--- config.mk ---
export PLATFORM = sky130hd
export DESIGN_NAME = t09_lcd_cmd_sender
export DESIGN_NICKNAME = d
export VERILOG_FILES = /design/src/rtl/t09_lcd_pkg.sv /design/src/rtl/t09_lcd_cmd_rom.sv /design/src/rtl/t09_lcd_cmd_sender.sv
export SDC_FILE = /design/constraint.sdc
export NUM_CORES = 1
export LEC_CHECK = 0
export CAP_MARGIN = 20
export CELL_PAD_IN_SITES_DETAIL_PLACEMENT = 1
export CELL_PAD_IN_SITES_GLOBAL_PLACEMENT = 2
export CORE_MARGIN = 2
export CORE_UTILIZATION = 33
export CTS_CLUSTER_DIAMETER = 200
export DETAILED_ROUTE_END_ITERATION = 10
export PLACE_DENSITY_LB_ADDON = 0.1
export SETUP_SLACK_MARGIN = 0.1
export SLEW_MARGIN = 20
export SYNTH_ARGS = -nofsm -noshare
export SYNTH_HDL_FRONTEND = slang
export SYNTH_SLANG_ARGS = --single-unit
--- constraint.sdc ---
create_clock -name clk -period 2.5 [get_ports clk]
set_input_delay 0.5 -clock clk [delete_from_list [all_inputs] [get_ports clk]]
set_output_delay 0.5 -clock clk [all_outputs]
set_load 0.02 [all_outputs]
--- src/rtl/t09_lcd_pkg.sv ---
// rtl/t09_lcd_pkg.sv - shared types, table lengths and mode encodings for the LCD command sender
package t09_lcd_pkg;

  typedef enum logic [1:0] {
    IDLE    = 2'd0,
    WR_LOW  = 2'd1,
    WR_HIGH = 2'd2,
    DELAY   = 2'd3
  } state_t;

  // One table entry: delay marker, D/CX level, bus byte (or delay count)
  typedef struct packed {
    logic       is_delay;
    logic       dcx;
    logic [7:0] data;
  } entry_t;

  localparam int INIT_LEN = 8;
  localparam int UPD_LEN  = 4;

  // Controller modes shared with the update controller
  localparam logic [2:0] MODE_IDLE       = 3'd0;
  localparam logic [2:0] MODE_INIT_WAIT  = 3'd1;
  localparam logic [2:0] MODE_UPD_WAIT   = 3'd2;
  localparam logic [2:0] MODE_INIT_WRITE = 3'd3;
  localparam logic [2:0] MODE_UPD_WRITE  = 3'd4;
  localparam logic [2:0] MODE_DONE       = 3'd5;

  // Down-counter load for a delay entry: count*unit cycles, at least one cycle
  function automatic logic [23:0] delay_load(input logic [7:0] count, input logic [23:0] unit);
    logic [23:0] cycles;
    cycles = {16'd0, count} * unit;
    if (cycles == 24'd0) cycles = 24'd1;
    return cycles - 24'd1;
  endfunction

endpackage

--- src/rtl/t09_lcd_cmd_rom.sv ---
// rtl/t09_lcd_cmd_rom.sv - combinational init/update command tables
module t09_lcd_cmd_rom
  import t09_lcd_pkg::*;
(
  input  logic       upd_sel,
  input  logic [2:0] idx,
  output entry_t     entry
);

  // Table lookup: init table when upd_sel=0, update table when upd_sel=1
  always_comb begin
    entry = '0;
    if (!upd_sel) begin
      case (idx)
        3'd0:    entry = {1'b0, 1'b0, 8'h01};  // software reset
        3'd1:    entry = {1'b1, 1'b0, 8'h03};  // wait 3 delay units
        3'd2:    entry = {1'b0, 1'b0, 8'h11};  // sleep out
        3'd3:    entry = {1'b1, 1'b0, 8'h00};  // minimum delay
        3'd4:    entry = {1'b0, 1'b0, 8'h3A};  // pixel format
        3'd5:    entry = {1'b0, 1'b1, 8'h55};  // 16 bpp
        3'd6:    entry = {1'b0, 1'b0, 8'h36};  // memory access control
        default: entry = {1'b0, 1'b0, 8'h29};  // display on
      endcase
    end else begin
      case (idx[1:0])
        2'd0:    entry = {1'b0, 1'b0, 8'h2C};  // memory write
        2'd1:    entry = {1'b0, 1'b1, 8'hA5};
        2'd2:    entry = {1'b0, 1'b1, 8'h5A};
        default: entry = {1'b0, 1'b0, 8'h00};  // nop closes the burst
      endcase
    end
  end

endmodule

--- src/rtl/t09_lcd_cmd_sender.sv ---
// rtl/t09_lcd_cmd_sender.sv - 8080-style LCD command table sender; T09_CMD_DELAY_EN enables timed delay entries
module t09_lcd_cmd_sender
  import t09_lcd_pkg::*;
#(
  parameter int TWRL       = 2,
  parameter int TWRH       = 2,
  parameter int DELAY_UNIT = 16
) (
  input  logic       clk,
  input  logic       nrst,
  input  logic       wr,
  input  logic [2:0] mode,
  output logic       pause,
  output logic       cmd_finished,
  output logic       lcd_csx,
  output logic       lcd_dcx,
  output logic       lcd_wrx,
  output logic [7:0] lcd_data
);

  if (TWRL < 1 || TWRL > 15 || TWRH < 1 || TWRH > 15 ||
      DELAY_UNIT < 1 || DELAY_UNIT > 65535) begin : g_param_check
    $error("t09_lcd_cmd_sender: timing parameter out of range");
  end

  state_t      state_q, state_d;
  logic [2:0]  idx_q, idx_d;
  logic [3:0]  word_cnt_q, word_cnt_d;
  logic        dcx_q, dcx_d;
  logic [7:0]  data_q, data_d;
  entry_t      rom_entry;
  logic        write_mode;
  logic        accept;
`ifdef T09_CMD_DELAY_EN
  logic [23:0] dly_cnt_q, dly_cnt_d;
`endif

  t09_lcd_cmd_rom u_rom (
    .upd_sel (mode == MODE_UPD_WRITE),
    .idx     (idx_q),
    .entry   (rom_entry)
  );

  assign write_mode   = (mode == MODE_INIT_WRITE) || (mode == MODE_UPD_WRITE);
  assign accept       = wr && write_mode && (state_q == IDLE);
  assign cmd_finished = wr & ((mode == MODE_INIT_WRITE) ? (idx_q == 3'(INIT_LEN - 1)) :
                              (mode == MODE_UPD_WRITE)  ? (idx_q == 3'(UPD_LEN - 1))  : 1'b0);

  // Next-state, index, latch and counter logic
  always_comb begin
    state_d    = state_q;
    idx_d      = idx_q;
    word_cnt_d = word_cnt_q;
    dcx_d      = dcx_q;
    data_d     = data_q;
`ifdef T09_CMD_DELAY_EN
    dly_cnt_d  = dly_cnt_q;
`endif
    case (state_q)
      IDLE: begin
        if (accept) begin
          idx_d      = cmd_finished ? 3'd0 : idx_q + 3'd1;
          word_cnt_d = 4'd0;
          if (rom_entry.is_delay) begin
            state_d = DELAY;
`ifdef T09_CMD_DELAY_EN
            dly_cnt_d = delay_load(rom_entry.data, 24'(DELAY_UNIT));
`endif
          end else begin
            state_d = WR_LOW;
            dcx_d   = rom_entry.dcx;
            data_d  = rom_entry.data;
          end
        end else if (mode == MODE_IDLE) begin
          idx_d = 3'd0;
        end
      end
      WR_LOW: begin
        if (word_cnt_q == 4'(TWRL - 1)) begin
          state_d    = WR_HIGH;
          word_cnt_d = 4'd0;
        end else begin
          word_cnt_d = word_cnt_q + 4'd1;
        end
      end
      WR_HIGH: begin
        if (word_cnt_q == 4'(TWRH - 1)) begin
          state_d    = IDLE;
          word_cnt_d = 4'd0;
        end else begin
          word_cnt_d = word_cnt_q + 4'd1;
        end
      end
      DELAY: begin
`ifdef T09_CMD_DELAY_EN
        // Counts down to zero and stops there, so it never wraps
        if (dly_cnt_q == 24'd0) state_d = IDLE;
        else                    dly_cnt_d = dly_cnt_q - 24'd1;
`else
        // Delay entries collapse to a single busy cycle
        state_d = IDLE;
`endif
      end
      default: state_d = IDLE;
    endcase
  end

  // State, index and latched-word registers with asynchronous reset
  always_ff @(posedge clk or negedge nrst) begin
    if (!nrst) begin
      state_q    <= IDLE;
      idx_q      <= 3'd0;
      word_cnt_q <= 4'd0;
      dcx_q      <= 1'b1;
      data_q     <= 8'd0;
`ifdef T09_CMD_DELAY_EN
      dly_cnt_q  <= 24'd0;
`endif
    end else begin
      state_q    <= state_d;
      idx_q      <= idx_d;
      word_cnt_q <= word_cnt_d;
      dcx_q      <= dcx_d;
      data_q     <= data_d;
`ifdef T09_CMD_DELAY_EN
      dly_cnt_q  <= dly_cnt_d;
`endif
    end
  end

  assign pause    = (state_q != IDLE);
  assign lcd_csx  = !((state_q == WR_LOW) || (state_q == WR_HIGH));
  assign lcd_wrx  = (state_q != WR_LOW);
  assign lcd_dcx  = lcd_csx ? 1'b1 : dcx_q;
  assign lcd_data = data_q;

endmodule

==> results.env <==
DPL_WORST_SLACK_NS=-0.1551
SKEW_NS=0.004137
DIE_WIDTH_UM=65.45
FINALCRITPERIODSHARE=0.9176
MIN_PERIOD_NS=2.294
FINALWORSTSETUPSLACK_NS=0.2059
WORST_SKEW_PAIR_LATENCY_NS=0.26
SYNTH_CELL_TYPES=38
DRT-TOTAL-WL_UM=3286
AREA_GROWTH_PCT=28.92
REG2REG_SLACK_NS=0.51
TRITONCTS='done'
CTS_BUFFER_DEPTH=2
HTREE_LEVELS=1
SYN-CELL-AREA_MM2=0.001246
SYNTH_CELLS=129
FINAL_CELL_AREA_MM2=0.001607
DP_HPWL_UM=2601
POST_SYNTH.CELL_AREA_AVG_UM2=9.660
GRT_USAGE=0.1789
TIMING.FMAX_GHz=0.4359
CTS-BUFFERS-INSERTED=3
STATUS='finished, final reports clean'
DIODES=0
DRC=0
CAP_VIOL_MAX_COUNT=0
ROUTE.VIAS.TOTAL=1067
MAPPEDNETLISTNETS=148
YOSYS_REGISTER_BITS=18
SLEW_VIOLATIONS=0
POWER.DENSITY_CELL_AREA_mW_PER_MM2=1072
VDD.IR_DROP.WORST_mV=0.4372
FLOORPLAN.IO_PINS=19
SEQ_AREA_FRAC_SYNTH=0.3624
YOSYS_WARNINGS=0
VIAS_PER_CELL=5.130
ANTENNA_VIOLATIONS_BEFORE_REPAIR=0
POSTCTSSETUPREPAIRBUFS=0
FINAL_LAYOUT_SIZE_SUFFIX_GT1_FRAC=0.1938
DIE_HEIGHT_UM=65.45
STD_CELL_ROWS=22
CELLLEAKAGEPOWER_nW=0.7383
NUMPORTBUFFERS=18
CORE_MM2=0.003633
CRIT_FANOUT=3
DRT_PASS1_ITERATIONS=4
PLACER_CONGESTION_ESTIMATE=0.8141
SYNTH.TOP_CELLS.BY_AREA='sky130_fd_sc_hd__dfrtp_1 34%, sky130_fd_sc_hd__ha_1 13%, sky130_fd_sc_hd__mux2_2 7.2%'
CP-START-KIND='flop'
FINAL_ANTENNA_NET_COUNT=0
MOST-COMMON-LAYOUT-CELLS='17 x sky130_fd_sc_hd__dfrtp_1, 17 x sky130_fd_sc_hd__clkdlybuf4s50_1, 13 x sky130_fd_sc_hd__ha_1'
HOLD_WS_NS=0.5028
WORST_SETUP_HOLD_PATH_CLK_SLEW_NS=0.08
FINALPOWER_mW=1.722
NUMCLOCKSINKS=18
DETAILED_PLACE.AREA_MM2=0.001556
CRIT_PATH_KIND='reg -> out'
DRT-WIRELENGTH-PER-CELL_UM=15.80
DRTITER0DRC=44
SLEW-LIMIT-HEADROOM=0.7365
POST-SYNTH-TOP-AREA-FRACTION=0.3414
REPORT.FINAL.SETUP_VIOL=0
GLOBALROUTEOVERFLOWTOTAL=0
CRITICAL_PATH_DATA_ARRIVAL_TIME_NS=1.79
CRITICAL_PATH.ENDPOINT_TYPE='primary output'
INITIAL_UTILIZATION=0.3430
CRITPATHREQUIREDTIME_NS=2.00
HOLDCRITPATHCLASS='reg -> reg'
TOTALNEGATIVESETUPSLACK_NS=0
FINAL-HOLD-VIOLATION-COUNT=0
DIE_AREA_MM2=0.004284
GRT_PASS1_VIAS=1140
NNETSFINAL=180
RSZ0062_AT_GRT='no'
GLOBAL_ROUTE_WIRE_LENGTH_BEFORE_REPAIR_UM=5706
SYNTH_LARGEST_AREA_CELL='sky130_fd_sc_hd__dfrtp_1'
ROOT_BUFFER='sky130_fd_sc_hd__clkbuf_8'
FILLER_CELL_COUNT=425
GRT_START_MAX_NET_PINS=19
TIMING_WORST_SLEW_PIN_VALUE_NS=0.3911
worst max-delay path: stages, from the launching register on:
cell                              delay [ns]
sky130_fd_sc_hd__dfrtp_1                0.39
sky130_fd_sc_hd__inv_1                  0.08
sky130_fd_sc_hd__ha_1                   0.34
sky130_fd_sc_hd__inv_1                  0.11
sky130_fd_sc_hd__clkdlybuf4s50_1        0.62
metrics by stage:
step                        util  instances
after floorplan                -        129
after global placement    0.4284        204
after detailed placement  0.4284        204
after CTS                 0.4432        208
after global routing      0.4421        208
final                     0.4421        208
state kept, by name, summed over array words and instances (netlist names):
register    flops
dcx_q           1
idx_q           3
lcd_data        8
state_q         2
word_cnt_q      4
logic make-up (layout without fill, tap and decap cells):
group,Yosys count,count (layout),synth area share
buffers and inverters,15,46,0.05220
AO/OA/AOI/OAI,36,36,0.1918
AND/OR/NAND/NOR,35,35,0.1596
XOR/XNOR,1,1,0.007029
multiplexers,11,11,0.09639
adder cells (fa/ha/maj),13,13,0.1305
flip-flops,18,18,0.3625
cell usage after synthesis:
master                      instances
sky130_fd_sc_hd__dfrtp_1           17
sky130_fd_sc_hd__o21ai_0           10
sky130_fd_sc_hd__inv_1             12
sky130_fd_sc_hd__nor2_1             8
sky130_fd_sc_hd__a222oi_1           1
sky130_fd_sc_hd__a22oi_1            1
sky130_fd_sc_hd__a21boi_1           1
sky130_fd_sc_hd__nor2_4             1
sky130_fd_sc_hd__o32ai_1            2
sky130_fd_sc_hd__nand2_1            7
sky130_fd_sc_hd__nor3_1             2
sky130_fd_sc_hd__nand2b_1           4
sky130_fd_sc_hd__buf_2              1
sky130_fd_sc_hd__and4b_1            1
sky130_fd_sc_hd__a22o_1             2
sky130_fd_sc_hd__a21boi_0           1
sky130_fd_sc_hd__nand3_1            4
sky130_fd_sc_hd__or3b_1             1
sky130_fd_sc_hd__ha_1              13
sky130_fd_sc_hd__nand4_1            2
sky130_fd_sc_hd__o2bb2ai_1          2
sky130_fd_sc_hd__or3b_2             1
sky130_fd_sc_hd__and3b_2            1
sky130_fd_sc_hd__a21boi_4           1
sky130_fd_sc_hd__nand3b_1           1
sky130_fd_sc_hd__nor4_1             1
sky130_fd_sc_hd__mux2_2             8
sky130_fd_sc_hd__dfstp_2            1
sky130_fd_sc_hd__o31ai_1            1
sky130_fd_sc_hd__o21bai_1           1
sky130_fd_sc_hd__a31oi_1            2
sky130_fd_sc_hd__buf_6              1
sky130_fd_sc_hd__nor3b_2            1
sky130_fd_sc_hd__clkbuf_1           1
sky130_fd_sc_hd__mux2i_1            3
sky130_fd_sc_hd__a21oi_1           10
sky130_fd_sc_hd__a211oi_1           1
sky130_fd_sc_hd__xnor2_1            1
area by class of cell:
class / count / area [um^2] / share of cell area
well taps: 48 / 60.06 / 0.03738
clock buffers: 4 / 55.05 / 0.03427
repair buffers: 30 / 265.3 / 0.1651
inverters: 12 / 45.04 / 0.02804
multi-input cells: 96 / 729.5 / 0.4541
flip-flops and latches: 18 / 451.7 / 0.2812
timing repair:
action | 4_1_cts | 5_1_grt
resized for setup | 2 | 2
endpoints found under the setup margin | 1 | 1
gates cloned | 0 | 0
hold buffers | 0 | 0
path summary, 6_finish.rpt:
path,from,endpoint,cells after the start
setup / recovery,state_q[0]$_DFFE_PN0P_,lcd_csx,4
hold / removal,lcd_data[7]$_DFFE_PN0P_,lcd_data[7]$_DFFE_PN0P_,2
setup reg to reg,idx_q[0]$_DFFE_PN0P_,lcd_data[3]$_DFFE_PN0P_,8
hold reg to reg,lcd_data[7]$_DFFE_PN0P_,lcd_data[7]$_DFFE_PN0P_,2
max in group asynchronous,nrst,dcx_q$_DFFE_PN1P_,2
min in group asynchronous,nrst,lcd_data[0]$_DFFE_PN0P_,2
report_power, final:
part | internal (mW) | total (mW) | switching [mW]
combinational | 0.451 | 0.993 | 0.541
clock | 0.140 | 0.249 | 0.109
sequential | 0.398 | 0.480 | 0.0819
layer usage:
layer / global-route usage / wire (um) / up-vias / share of wire
li1: - / - / 525 / -
met1: 0.2449 / 1650 / 520 / 0.50
met2: 0.2806 / 1483 / 18 / 0.45
met3: 0.02568 / 106 / 4 / 0.032
met4: 0.07813 / 46 / 0 / 0.014
met5: 0 / 0 / - / 0
Note: power is estimated with default switching activity, not from simulation.
